**config.mk**
```make
export PLATFORM = sky130hd
export DESIGN_NAME = life_engine_flat
export DESIGN_NICKNAME = d
export VERILOG_FILES = /design/src/rtl/life_pkg.sv /design/src/rtl/life_engine_if.sv /design/src/rtl/life_board_mem.sv /design/src/rtl/life_engine.sv /design/src/flat_wrapper.sv
export SDC_FILE = /design/constraint.sdc
export NUM_CORES = 2
export LEC_CHECK = 0
export CORE_ASPECT_RATIO = 1.2
export CORE_MARGIN = 2
export CORE_UTILIZATION = 60
export CTS_CLUSTER_SIZE = 10
export DETAILED_ROUTE_END_ITERATION = 10
export GPL_TIMING_DRIVEN = 0
export PLACE_DENSITY = 0.77
export RECOVER_POWER = 50
export REMOVE_ABC_BUFFERS = 1
export SLEW_MARGIN = 20
export SYNTH_ARGS = -nofsm -noshare
export SYNTH_HDL_FRONTEND = slang
export SYNTH_HIERARCHICAL = 1
export SYNTH_SLANG_ARGS = --single-unit
```
**constraint.sdc**
```tcl
create_clock -name clk -period 43.7 [get_ports clk]
set_input_delay 4.37 -clock clk [delete_from_list [all_inputs] [get_ports clk]]
set_output_delay 4.37 -clock clk [all_outputs]
set_load 0.02 [all_outputs]
```
**src/rtl/life_pkg.sv**
```systemverilog
// Shared encodings for the Game-of-Life engine: commands, FSM states,
// render characters and the fixed neighbour visiting order.
package life_pkg;

  typedef enum logic [1:0] {
    CMD_INIT  = 2'd0,
    CMD_STEP  = 2'd1,
    CMD_DUMP  = 2'd2,
    CMD_CLEAR = 2'd3
  } cmd_e;

  typedef enum logic [2:0] {
    S_IDLE, S_INIT, S_CLEAR, S_STEP, S_HOME, S_ROW, S_EOL
  } state_e;

  localparam logic [7:0] CH_ALIVE = 8'h4F;
  localparam logic [7:0] CH_DEAD  = 8'h20;
  localparam logic [7:0] CH_CR    = 8'h0D;
  localparam logic [7:0] CH_LF    = 8'h0A;

  // ESC [ H : cursor home
  function automatic logic [7:0] home_byte(input logic [1:0] i);
    case (i)
      2'd0:    return 8'h1B;
      2'd1:    return 8'h5B;
      default: return 8'h48;
    endcase
  endfunction

  function automatic logic [7:0] cell_char(input logic alive);
    return alive ? CH_ALIVE : CH_DEAD;
  endfunction

  // Offset codes 0=-1, 1=0, 2=+1 for read order NW,N,NE,W,E,SW,S,SE
  function automatic logic [1:0] nb_dx(input logic [2:0] p);
    case (p)
      3'd0, 3'd3, 3'd5: return 2'd0;
      3'd1, 3'd6:       return 2'd1;
      default:          return 2'd2;
    endcase
  endfunction

  function automatic logic [1:0] nb_dy(input logic [2:0] p);
    case (p)
      3'd0, 3'd1, 3'd2: return 2'd0;
      3'd3, 3'd4:       return 2'd1;
      default:          return 2'd2;
    endcase
  endfunction

endpackage

```
**src/rtl/life_engine_if.sv**
```systemverilog
// Host command / render stream bundle between the engine and its UART side.
interface life_engine_if #(
  parameter int GEN_W = 16
);
  logic             cmd_valid;
  logic             cmd_ready;
  logic [1:0]       cmd;
  logic [8:0]       birth_mask;
  logic [8:0]       survive_mask;
  logic             rng;
  logic             out_valid;
  logic             out_ready;
  logic [7:0]       out_data;
  logic             busy;
  logic [GEN_W-1:0] generation;

  modport master (
    output cmd_valid, cmd, birth_mask, survive_mask, rng, out_ready,
    input  cmd_ready, out_valid, out_data, busy, generation
  );

  modport slave (
    input  cmd_valid, cmd, birth_mask, survive_mask, rng, out_ready,
    output cmd_ready, out_valid, out_data, busy, generation
  );
endinterface

```
**src/rtl/life_board_mem.sv**
```systemverilog
// Two banks of 2**AW one-bit cells: combinational read, synchronous write.
module life_board_mem #(
  parameter int AW = 9
) (
  input  logic          clk_i,
  input  logic [AW-1:0] rd_addr_i,
  input  logic          rd_bank_i,
  output logic          rd_data_o,
  input  logic          we_i,
  input  logic [AW-1:0] wr_addr_i,
  input  logic          wr_bank_i,
  input  logic          wr_data_i
);
  logic [1:0][(1<<AW)-1:0] mem_q;

  assign rd_data_o = mem_q[rd_bank_i][rd_addr_i];

  always_ff @(posedge clk_i) begin
    if (we_i) mem_q[wr_bank_i][wr_addr_i] <= wr_data_i;
  end
endmodule

```
**src/rtl/life_engine.sv**
```systemverilog
// Game-of-Life engine: INIT/CLEAR/STEP/DUMP over a ping-pong cell store.
// Define LIFE_TORUS_EN for a toroidal board; otherwise off-board neighbours read dead.
module life_engine
  import life_pkg::*;
#(
  parameter int LOG_W = 5,
  parameter int LOG_H = 4,
  parameter int GEN_W = 16
) (
  input  logic         clk,
  input  logic         reset,
  life_engine_if.slave bus
);
  localparam int AW = LOG_W + LOG_H;

  state_e           state_q;
  logic [AW-1:0]    cell_q;
  logic [3:0]       phase_q;
  logic [3:0]       cnt_q;
  logic [1:0]       sub_q;
  logic             bank_q;
  logic [GEN_W-1:0] gen_q;
  logic [8:0]       birth_q, survive_q;
  logic             cmd_ready_q, busy_q, out_valid_q;
  logic [7:0]       out_data_q;

  logic [LOG_W-1:0] cx, nx;
  logic [LOG_H-1:0] cy, ny;
  logic [1:0]       dxc, dyc;
  logic             edge_kill, nb_alive, next_cell;
  logic [AW-1:0]    rd_addr_d;
  logic             rd_data, we_d, wr_bank_d, wr_data_d;

  assign cx  = cell_q[LOG_W-1:0];
  assign cy  = cell_q[AW-1:LOG_W];
  assign dxc = nb_dx(phase_q[2:0]);
  assign dyc = nb_dy(phase_q[2:0]);
  // Offsets wrap naturally in LOG_W/LOG_H bits; the flat board masks the wrap off
  assign nx  = cx + LOG_W'(dxc) - LOG_W'(1);
  assign ny  = cy + LOG_H'(dyc) - LOG_H'(1);

`ifdef LIFE_TORUS_EN
  assign edge_kill = 1'b0;
`else
  assign edge_kill = (dxc == 2'd0 && cx == '0) || (dxc == 2'd2 && (&cx)) ||
                     (dyc == 2'd0 && cy == '0) || (dyc == 2'd2 && (&cy));
`endif

  assign nb_alive  = rd_data & ~edge_kill;
  assign next_cell = rd_data ? survive_q[cnt_q] : birth_q[cnt_q];

  // Render reads one cell ahead so the next byte is ready at each transfer
  always_comb begin
    rd_addr_d = cell_q;
    case (state_q)
      S_STEP:       if (phase_q != 4'd8) rd_addr_d = {ny, nx};
      S_ROW, S_EOL: rd_addr_d = cell_q + 1'b1;
      default:      ;
    endcase
  end

  assign we_d      = !reset && (state_q == S_INIT || state_q == S_CLEAR ||
                                (state_q == S_STEP && phase_q == 4'd8));
  assign wr_bank_d = (state_q == S_STEP) ? ~bank_q : bank_q;
  assign wr_data_d = (state_q == S_INIT) ? bus.rng :
                     (state_q == S_STEP) ? next_cell : 1'b0;

  life_board_mem #(.AW(AW)) u_mem (
    .clk_i     (clk),
    .rd_addr_i (rd_addr_d),
    .rd_bank_i (bank_q),
    .rd_data_o (rd_data),
    .we_i      (we_d),
    .wr_addr_i (cell_q),
    .wr_bank_i (wr_bank_d),
    .wr_data_i (wr_data_d)
  );

  always_ff @(posedge clk) begin
    if (reset) begin
      state_q     <= S_IDLE;
      cell_q      <= '0;
      phase_q     <= '0;
      cnt_q       <= '0;
      sub_q       <= '0;
      bank_q      <= 1'b0;
      gen_q       <= '0;
      birth_q     <= '0;
      survive_q   <= '0;
      cmd_ready_q <= 1'b1;
      busy_q      <= 1'b0;
      out_valid_q <= 1'b0;
      out_data_q  <= '0;
    end else begin
      case (state_q)
        S_IDLE: if (bus.cmd_valid && cmd_ready_q) begin
          cmd_ready_q <= 1'b0;
          busy_q      <= 1'b1;
          cell_q      <= '0;
          phase_q     <= '0;
          cnt_q       <= '0;
          sub_q       <= '0;
          case (cmd_e'(bus.cmd))
            CMD_INIT: state_q <= S_INIT;
            CMD_STEP: begin
              state_q   <= S_STEP;
              birth_q   <= bus.birth_mask;
              survive_q <= bus.survive_mask;
            end
            CMD_DUMP: begin
              state_q     <= S_HOME;
              out_valid_q <= 1'b1;
              out_data_q  <= home_byte(2'd0);
            end
            default: state_q <= S_CLEAR;
          endcase
        end
        S_INIT, S_CLEAR: begin
          cell_q <= cell_q + 1'b1;
          if (&cell_q) begin
            state_q     <= S_IDLE;
            busy_q      <= 1'b0;
            cmd_ready_q <= 1'b1;
          end
        end
        S_STEP: begin
          if (phase_q == 4'd8) begin
            phase_q <= '0;
            cnt_q   <= '0;
            cell_q  <= cell_q + 1'b1;
            if (&cell_q) begin
              state_q     <= S_IDLE;
              bank_q      <= ~bank_q;
              gen_q       <= gen_q + 1'b1;
              busy_q      <= 1'b0;
              cmd_ready_q <= 1'b1;
            end
          end else begin
            phase_q <= phase_q + 1'b1;
            cnt_q   <= cnt_q + {3'b000, nb_alive};
          end
        end
        S_HOME: if (bus.out_ready) begin
          if (sub_q == 2'd2) begin
            state_q    <= S_ROW;
            out_data_q <= cell_char(rd_data);
          end else begin
            sub_q      <= sub_q + 1'b1;
            out_data_q <= home_byte(sub_q + 1'b1);
          end
        end
        S_ROW: if (bus.out_ready) begin
          if (&cx) begin
            state_q    <= S_EOL;
            sub_q      <= 2'd0;
            out_data_q <= CH_CR;
          end else begin
            cell_q     <= cell_q + 1'b1;
            out_data_q <= cell_char(rd_data);
          end
        end
        S_EOL: if (bus.out_ready) begin
          if (sub_q == 2'd0) begin
            sub_q      <= 2'd1;
            out_data_q <= CH_LF;
          end else if (&cell_q) begin
            state_q     <= S_IDLE;
            out_valid_q <= 1'b0;
            busy_q      <= 1'b0;
            cmd_ready_q <= 1'b1;
          end else begin
            state_q    <= S_ROW;
            cell_q     <= cell_q + 1'b1;
            out_data_q <= cell_char(rd_data);
          end
        end
        default: state_q <= S_IDLE;
      endcase
    end
  end

  assign bus.cmd_ready  = cmd_ready_q;
  assign bus.busy       = busy_q;
  assign bus.out_valid  = out_valid_q;
  assign bus.out_data   = out_data_q;
  assign bus.generation = gen_q;

endmodule

```
**src/flat_wrapper.sv**
```systemverilog
// flat-port wrapper written by rule: the top's interface ports become plain ports
module life_engine_flat import life_pkg::*;
#(
  parameter int LOG_W = 5,
  parameter int LOG_H = 4,
  parameter int GEN_W = 16
)
  (clk, reset, bus_cmd_valid, bus_cmd, bus_birth_mask, bus_survive_mask, bus_rng, bus_out_ready, bus_cmd_ready, bus_out_valid, bus_out_data, bus_busy, bus_generation);
  life_engine_if #(.GEN_W(GEN_W)) bus_i ();
  input  logic clk;
  input  logic reset;
  input wire logic [$bits(bus_i.cmd_valid)-1:0] bus_cmd_valid;
  input wire logic [$bits(bus_i.cmd)-1:0] bus_cmd;
  input wire logic [$bits(bus_i.birth_mask)-1:0] bus_birth_mask;
  input wire logic [$bits(bus_i.survive_mask)-1:0] bus_survive_mask;
  input wire logic [$bits(bus_i.rng)-1:0] bus_rng;
  input wire logic [$bits(bus_i.out_ready)-1:0] bus_out_ready;
  output wire logic [$bits(bus_i.cmd_ready)-1:0] bus_cmd_ready;
  output wire logic [$bits(bus_i.out_valid)-1:0] bus_out_valid;
  output wire logic [$bits(bus_i.out_data)-1:0] bus_out_data;
  output wire logic [$bits(bus_i.busy)-1:0] bus_busy;
  output wire logic [$bits(bus_i.generation)-1:0] bus_generation;
  assign bus_i.cmd_valid = bus_cmd_valid;
  assign bus_i.cmd = bus_cmd;
  assign bus_i.birth_mask = bus_birth_mask;
  assign bus_i.survive_mask = bus_survive_mask;
  assign bus_i.rng = bus_rng;
  assign bus_i.out_ready = bus_out_ready;
  assign bus_cmd_ready = bus_i.cmd_ready;
  assign bus_out_valid = bus_i.out_valid;
  assign bus_out_data = bus_i.out_data;
  assign bus_busy = bus_i.busy;
  assign bus_generation = bus_i.generation;
  life_engine #(.LOG_W(LOG_W), .LOG_H(LOG_H), .GEN_W(GEN_W)) u_core (.clk(clk), .reset(reset), .bus(bus_i));
endmodule
```
; Yosys cells after proc, flatten, opt, wreduce, memory -nomap -nowiden
; Index checks and enable logic that the tools add are counted.
[word_totals]
inputBits = 25
out_inout_bits = 27
register_bits = 1092
word_cells = 200
[classes]
mux = 84
bitwise_logic = 3
n_lt_le_gt_ge = 7
n_reduce_logical = 47
n_eq_ne = 35
add_sub_neg = 9
[op_table]
columns = operator, count
row1 = $mux W512, 3
row2 = $bwmux W1024, 1
row3 = $demux W512 S1, 1
row4 = $mux W8, 9
row5 = $mux W9, 8
row6 = $pmux W9 S5, 1
row7 = $pmux W8 S4, 1
row8 = $mux W3, 10
row9 = $reduce_and A8 Y1, 3
row10 = $mux W1, 23
row11 = $lt A9 B10 Y1 const B, 2
row12 = $eq A3 B3 Y1 const B, 6
row13 = $ne A2 B2 Y1 const B, 9
row14 = $pmux W3 S6, 1
row15 = $pmux W9 S2, 1
row16 = $add A16 B1 Y16 const B, 1
row17 = $pmux W4 S2, 2
row18 = $mux W2, 7
row19 = $pmux W7 S2, 1
row20 = $eq A3 B2 Y1 const B, 4
row21 = $mux W4, 3
row22 = $reduce_and A11 Y1, 1
row23 = $logic_not A2 Y1, 5
row24 = $ne A2 B1 Y1 const B, 5
row25 = other kinds (47), 77

; Longest topological paths before layout
[logic_depth]
word_depth = 14
mapped_depth = 30
mapped_depth_nobuf = 27

; Cells and area by module
; Netlist, hierarchy kept.
[by_module_without_submodules]
columns = mod, n_inst, area_each_um2, cells_per_inst, seq_area_each_um2
row1 = life_board_mem, 1, 44422.6, 3077, 30749.5
row2 = life_engine, 1, 4433.0, 515, 1341.3

; Least setup slack after synthesis
; No wires, ideal clock.
[synth_path]
path_type = register to register
start = register u_core.phase_q[2]
end = register u_core/u_mem/mem_q[0] (netlist bit) (data pin)
arrival_ns = 32.707
synth_period_minus_slack_ns = 38.427
stages_incl_launch_ff = 27
slack_ns = 5.273
n_path_buf = 4
t_required_ns = 37.980
path_cell_list = dfxtp_1 -> clkbuf_1 -> inv_1 -> ha_1 -> a211oi_1 -> nand2_1 -> ha_1 -> inv_1 -> ha_1 -> fa_1 -> nand2_1 -> o211ai_1 -> clkbuf_1 -> clkbuf_1 -> mux4_2 -> mux2i_1 -> nand2_1 -> nand3_1 -> nand4_1 -> and4_1 -> nor4_1 -> o2111ai_1 -> clkbuf_1 -> mux4_2 -> mux2_2 -> o311ai_0 -> o22ai_1
[synth_between]
elab_chain_cells = 13
word_cells_on_any_way = 26
classes_between = 4 x add/sub / 7 x eq/ne / 10 x mux / 5 x reduce/logical
[synth_lines]
columns = element, line_no
row1 = "start, declared", life_engine.sv:18  ; logic [3:0] phase_q;
row2 = "start signal, assigned", life_engine.sv:139  ; phase_q <= phase_q + 1'b1;
row3 = "$eq A3 B3 Y1, or another cell as far along", life_pkg.sv:36  ; case (p)
row4 = $reduce_or A3 Y1 or $reduce_or A2 Y1 (tied branches), life_pkg.sv:36
row5 = $pmux W2 S2, life_pkg.sv:36
row6 = $add A5 B2 Y5, life_engine.sv:39  ; assign nx = cx + LOG_W'(dxc) - LOG_W'(1);
row7 = $sub A5 B1 Y5, life_engine.sv:39
row8 = $mux W9 (*), life_engine.sv:56  ; S_STEP: if (phase_q != 4'd8) rd_addr_d = {ny, nx};
row9 = $pmux W9 S2 (*), life_engine.sv:55  ; case (state_q)
row10 = net u_core.rd_addr_d[2], life_engine.sv:31  ; logic [AW-1:0] rd_addr_d;
row11 = $bmux W1 S9 (*), life_board_mem.sv:16  ; assign rd_data_o = mem_q[rd_bank_i][rd_addr_i];
row12 = $mux W1 (implied by the code) (*), life_board_mem.sv:16
row13 = net u_core.rd_data, life_engine.sv:32  ; logic rd_data, we_d, wr_bank_d, wr_data_d;
row14 = $mux W1 (*), life_engine.sv:50  ; assign next_cell = rd_data ? survive_q[cnt_q] : birth_q[cnt_q];
row15 = $mux W1 (*), life_engine.sv:66  ; (state_q == S_STEP) ? next_cell : 1'b0;
row16 = $mux W1 (*), life_engine.sv:65  ; assign wr_data_d = (state_q == S_INIT) ? bus.rng :
row17 = net u_core.wr_data_d, life_engine.sv:32
row18 = $bwmux W1024 (*), life_board_mem.sv:19  ; if (we_i) mem_q[wr_bank_i][wr_addr_i] <= wr_data_i;
row19 = "end signal, assigned by index", life_board_mem.sv:19
row20 = "end, declared", life_board_mem.sv:14  ; logic [1:0][(1<<AW)-1:0] mem_q;
; The timed path passes the listed nets; every way through them passes the cells marked *. The select of a mux whose other input is x is not followed.
; A chain may end at the register's enable or synchronous reset.

; Final worst setup path
[layout_path]
start = register u_core.phase_q[0]
end = register u_core/u_mem/mem_q[14] (netlist bit) (data pin)
; The elaborated chain is that of the path after synthesis.

==> reports/metrics.csv <==
stage;metric;value;unit
yosys;Seq/Total Area, Yosys;65.7;%
worst_setup_path;CP max FO;35;
cts;H-tree depth;3;
final_layout;Fillers;5212;
timing;Fin Hold WS;0.479;ns
worst_setup_path;Critical Path RT;44.12;ns
floorplan;core area;80600;um2
timing;Least-Margin Pin Slew;2.78;ns
cts;CTS tree;yes;
power;Power Density;45.7;nW/um2
grt;met2 Use GR;50.1;%
worst_setup_path;Worst Path Arrival;11.34;ns
worst_setup_path;CP dominant cell by count;buf_16;
timing;RSZ-0062 raised after global routing;no;
floorplan;Die Ht;317;um
grt;vias in the first global route;31000;
timing;# setup viols final;0;
hold_path;min-delay worst type;reg2reg;
yosys;Avg Inst Size Synth;13.6;um2
grt;initial antenna violation count;1;
timing;setup slack after layout;32.78;ns
power;total internal power;1.85;mW
yosys;Yosys top cell area share;62.9;%
cts;clock latency on the worst-skew pair;0.71;ns
power;Clk pwr share;34.7;%
floorplan;die footprint;83700;um2
timing;fmax;91.5;MHz
route;Routed WL;129000;um
run_status;status;complete, but fails checks;
floorplan;I/O pin count;52;
final_layout;most common cell after layout, fill and taps aside;nor2_1;
place;DP Cell Count;4449;
final_layout;Nets;3581;
power;Comb power frac;17.3;%
cts;root buf cell;clkbuf_16;
place;GPL Wtd Cong;0.851;
power;Worst VDD drop;0.0000324;V
place;Port-buffer cells;50;
floorplan;Chip Width;264;um
place;dpl cell area;51600;um2
final_layout;Syn-to-layout area delta;11.2;%
final_layout;Final Cell Area;54300;um2
place;Post-DP HPWL;71400;um
timing;Slew Limit Headroom;-85.5;%
worst_setup_path;CP Launch Type;flip-flop;
timing;final worst path period share;25.0;%
power;Total Power;2.48;mW
route;Post-DRT Antenna Nets;0;
yosys;FF+latch count, synth;1091;
yosys;Yosys top cell by area;edfxtp_1;
worst_setup_path;slowest stage delay, CP;0.94;ns
grt;largest net degree at the start of global routing;60;
final_layout;share of layout cells above drive strength 1;13.3;%
cts;clk slew on worst S/H paths;0.06;ns
power;Sw Share;25.3;%
yosys;ys flop type;edfxtp_1;
yosys;yosys warns;6;
cts;clk buf depth;3;
yosys;Post-synth EDFFs;1024;
job;max cap viols;32;
yosys;Post-Syn Instances;3592;
timing;Fin Clk Skew;0.0354;ns
yosys;count of cell types in the netlist;83;
cts;Setup Buffers After CTS;0;
final_layout;Finished Core Util;67.4;%
worst_setup_path;Slowest-stage cell, CP;a311oi_1;
worst_setup_path;critical path class;reg2reg;
yosys;post-synthesis async set-or-reset flop share;0;%
grt;GRT busiest layer;met2;
timing;Hold Vio Cnt, Final;0;
timing;crit path time final;10.92;ns
place;worst slack, placed;33.26;ns
final_layout;antenna diode count;0;
cts;CTS Sinks;1091;
cts;post-CTS sizing;0;
grt;M1 GR Usage;39.0;%
floorplan;initial core utilization;60.6;%
grt;first-pass GRT wire length;190000;um
timing;fin. max-slew vios;981;
grt;GR Util All Layers;30.7;%
route;routed vias/inst;6.81;
floorplan;num rows;114;
cts;CTS buffer count;119;
final_layout;commonest cells after routing, fill and taps aside;nor2_1 (1,098), edfxtp_1 (1,024), mux4_2 (204);
power;Sequential Power Share;47.9;%
yosys;Mapped Area;48900;um2
timing;final setup TNS;0;ns
yosys;Area contributors post-synth;edfxtp_1 (63%), mux4_2 (9.4%), nor2_1 (8.5%), mux2i_1 (3.0%), dfxtp_1 (2.7%);
grt;met3 Track Usage GR;6.48;%
route;via count;31300;
power;P_sw;629;uW
run_status;failing checks;capacitance limit, slew limit;
route;Routed WL per cell;27.9;um
route;number of remaining DRC errors;0;
route;DRT iter0 DRCs;4376;
cts;Post-CTS Hold Fix Bufs;0;
final_layout;final std cells w/o fill;4600;
power;leak pwr;16.1;nW
route;drt pass-1 iters;6;
worst_setup_path;Worst Setup End Kind;flip-flop;
grt;grt ovf;0;
==> final timing paths <==
kind / slack, ns / startpoint / depth (start not counted) / endpoint
worst max-delay path: 32.78 / u_core/phase_q[0]$_SDFFE_PP0P_ / 38 / u_core/u_mem/mem_q[14]$_DFFE_PP_
worst max register to register: 32.78 / u_core/phase_q[0]$_SDFFE_PP0P_ / 38 / u_core/u_mem/mem_q[14]$_DFFE_PP_
worst min-delay path: 0.48 / u_core/bus.cmd_ready$_SDFFE_PP1P_ / 2 / u_core/bus.cmd_ready$_SDFFE_PP1P_
worst min register to register: 0.48 / u_core/bus.cmd_ready$_SDFFE_PP1P_ / 2 / u_core/bus.cmd_ready$_SDFFE_PP1P_
==> registers in the layout, summed over array words and instances, names as in the netlist <==
| name | count |
|---|---|
| u_core/cnt_q | 4 |
| u_core/bank_q | 1 |
| u_core/sub_q | 2 |
| u_core/u_mem/mem_q | 1024 |
| u_core/birth_q | 9 |
| u_core/state_q | 3 |
| u_core/bus.cmd_ready | 1 |
| u_core/cell_q | 9 |
| u_core/bus.generation | 16 |
| u_core/survive_q | 9 |
| u_core/phase_q | 4 |
| u_core/bus.out_valid | 1 |
| u_core/bus.out_data | 7 |
| u_core/bus.busy | 1 |
==> cell families after synthesis <==
logic type / after synthesis / synth area share [%]
adder cells (fa/ha/maj): 30 / 0.799
multiplexers: 382 / 13.6
buffers and inverters: 360 / 3.47
XOR/XNOR: 8 / 0.143
AO/OA/AOI/OAI: 294 / 4.30
AND/OR/NAND/NOR: 1426 / 12.0
other: 1 / 0.00768
flip-flops: 1091 / 65.7
==> worst max-delay path: cells and delay by family (launching register included) <==
family / cells / cell delay (ns)
AO/OA/AOI/OAI: 10 / 3.53
adder cells (fa/ha/maj): 4 / 1.32
buffers and inverters: 17 / 3.05
flip-flops: 1 / 0.40
multiplexers: 2 / 0.80
AND/OR/NAND/NOR: 5 / 1.42
==> cell usage after synthesis (4+ instances only) <==
cell type  number
buf_4          13
buf_6          21
nor2_1       1100
mux4_1         14
buf_1          73
mux2_2         16
xnor2_1         6
and4_1          5
a21oi_1        61
nor3b_1         8
inv_1          28
buf_8           4
buf_2          27
a2111oi_0       9
o22ai_1        32
nand3_1        20
clkbuf_1      186
nand4_1        23
nor4b_1         4
nand2_1       123
nor2b_1        26
a22oi_1        23
or3b_2          5
a211oi_1       15
o21ai_0        24
nor3_1         41
or3_1           6
nor4_1         13
edfxtp_1     1024
nand2b_1       20
and2_1          9
o311ai_0        4
o31ai_1        10
and3b_1         4
a31oi_1         4
a22o_1          4
or4_1           5
a221oi_1        5
mux4_2        204
ha_1           28
mux2i_1       147
dfxtp_1        67
o221ai_1       54
o32ai_1         6
==> power groups by stage <==
stage               clock (mW)  combinational [mW]  sequential [mW]
floorplan                    0               0.384             1.30
global placement             0               0.605             1.35
detailed placement           0               0.426             1.21
CTS                      0.869               0.430             1.19
global route             0.905               0.449             1.19
finish                   0.863               0.430             1.19
==> area by class of cell <==
cell class / count / area [um2] / area share (%)
inverter: 31 / 125 / 0.230
clock inverter: 9 / 98.8 / 0.182
sequential: 1091 / 32100 / 59.1
timing repair buffer: 142 / 2400 / 4.41
clock buffer: 142 / 3060 / 5.64
multi-input combinational: 2141 / 15200 / 28.1
tap: 1044 / 1310 / 2.40
==> per-layer routing <==
layer / wire [um] / vias to the layer above
li1: - / 13100
met1: 44000 / 15600
met2: 62300 / 2184
met3: 14900 / 476
met4: 7360 / 0
met5: 0 / -
(Power assumes the default switching activity.)
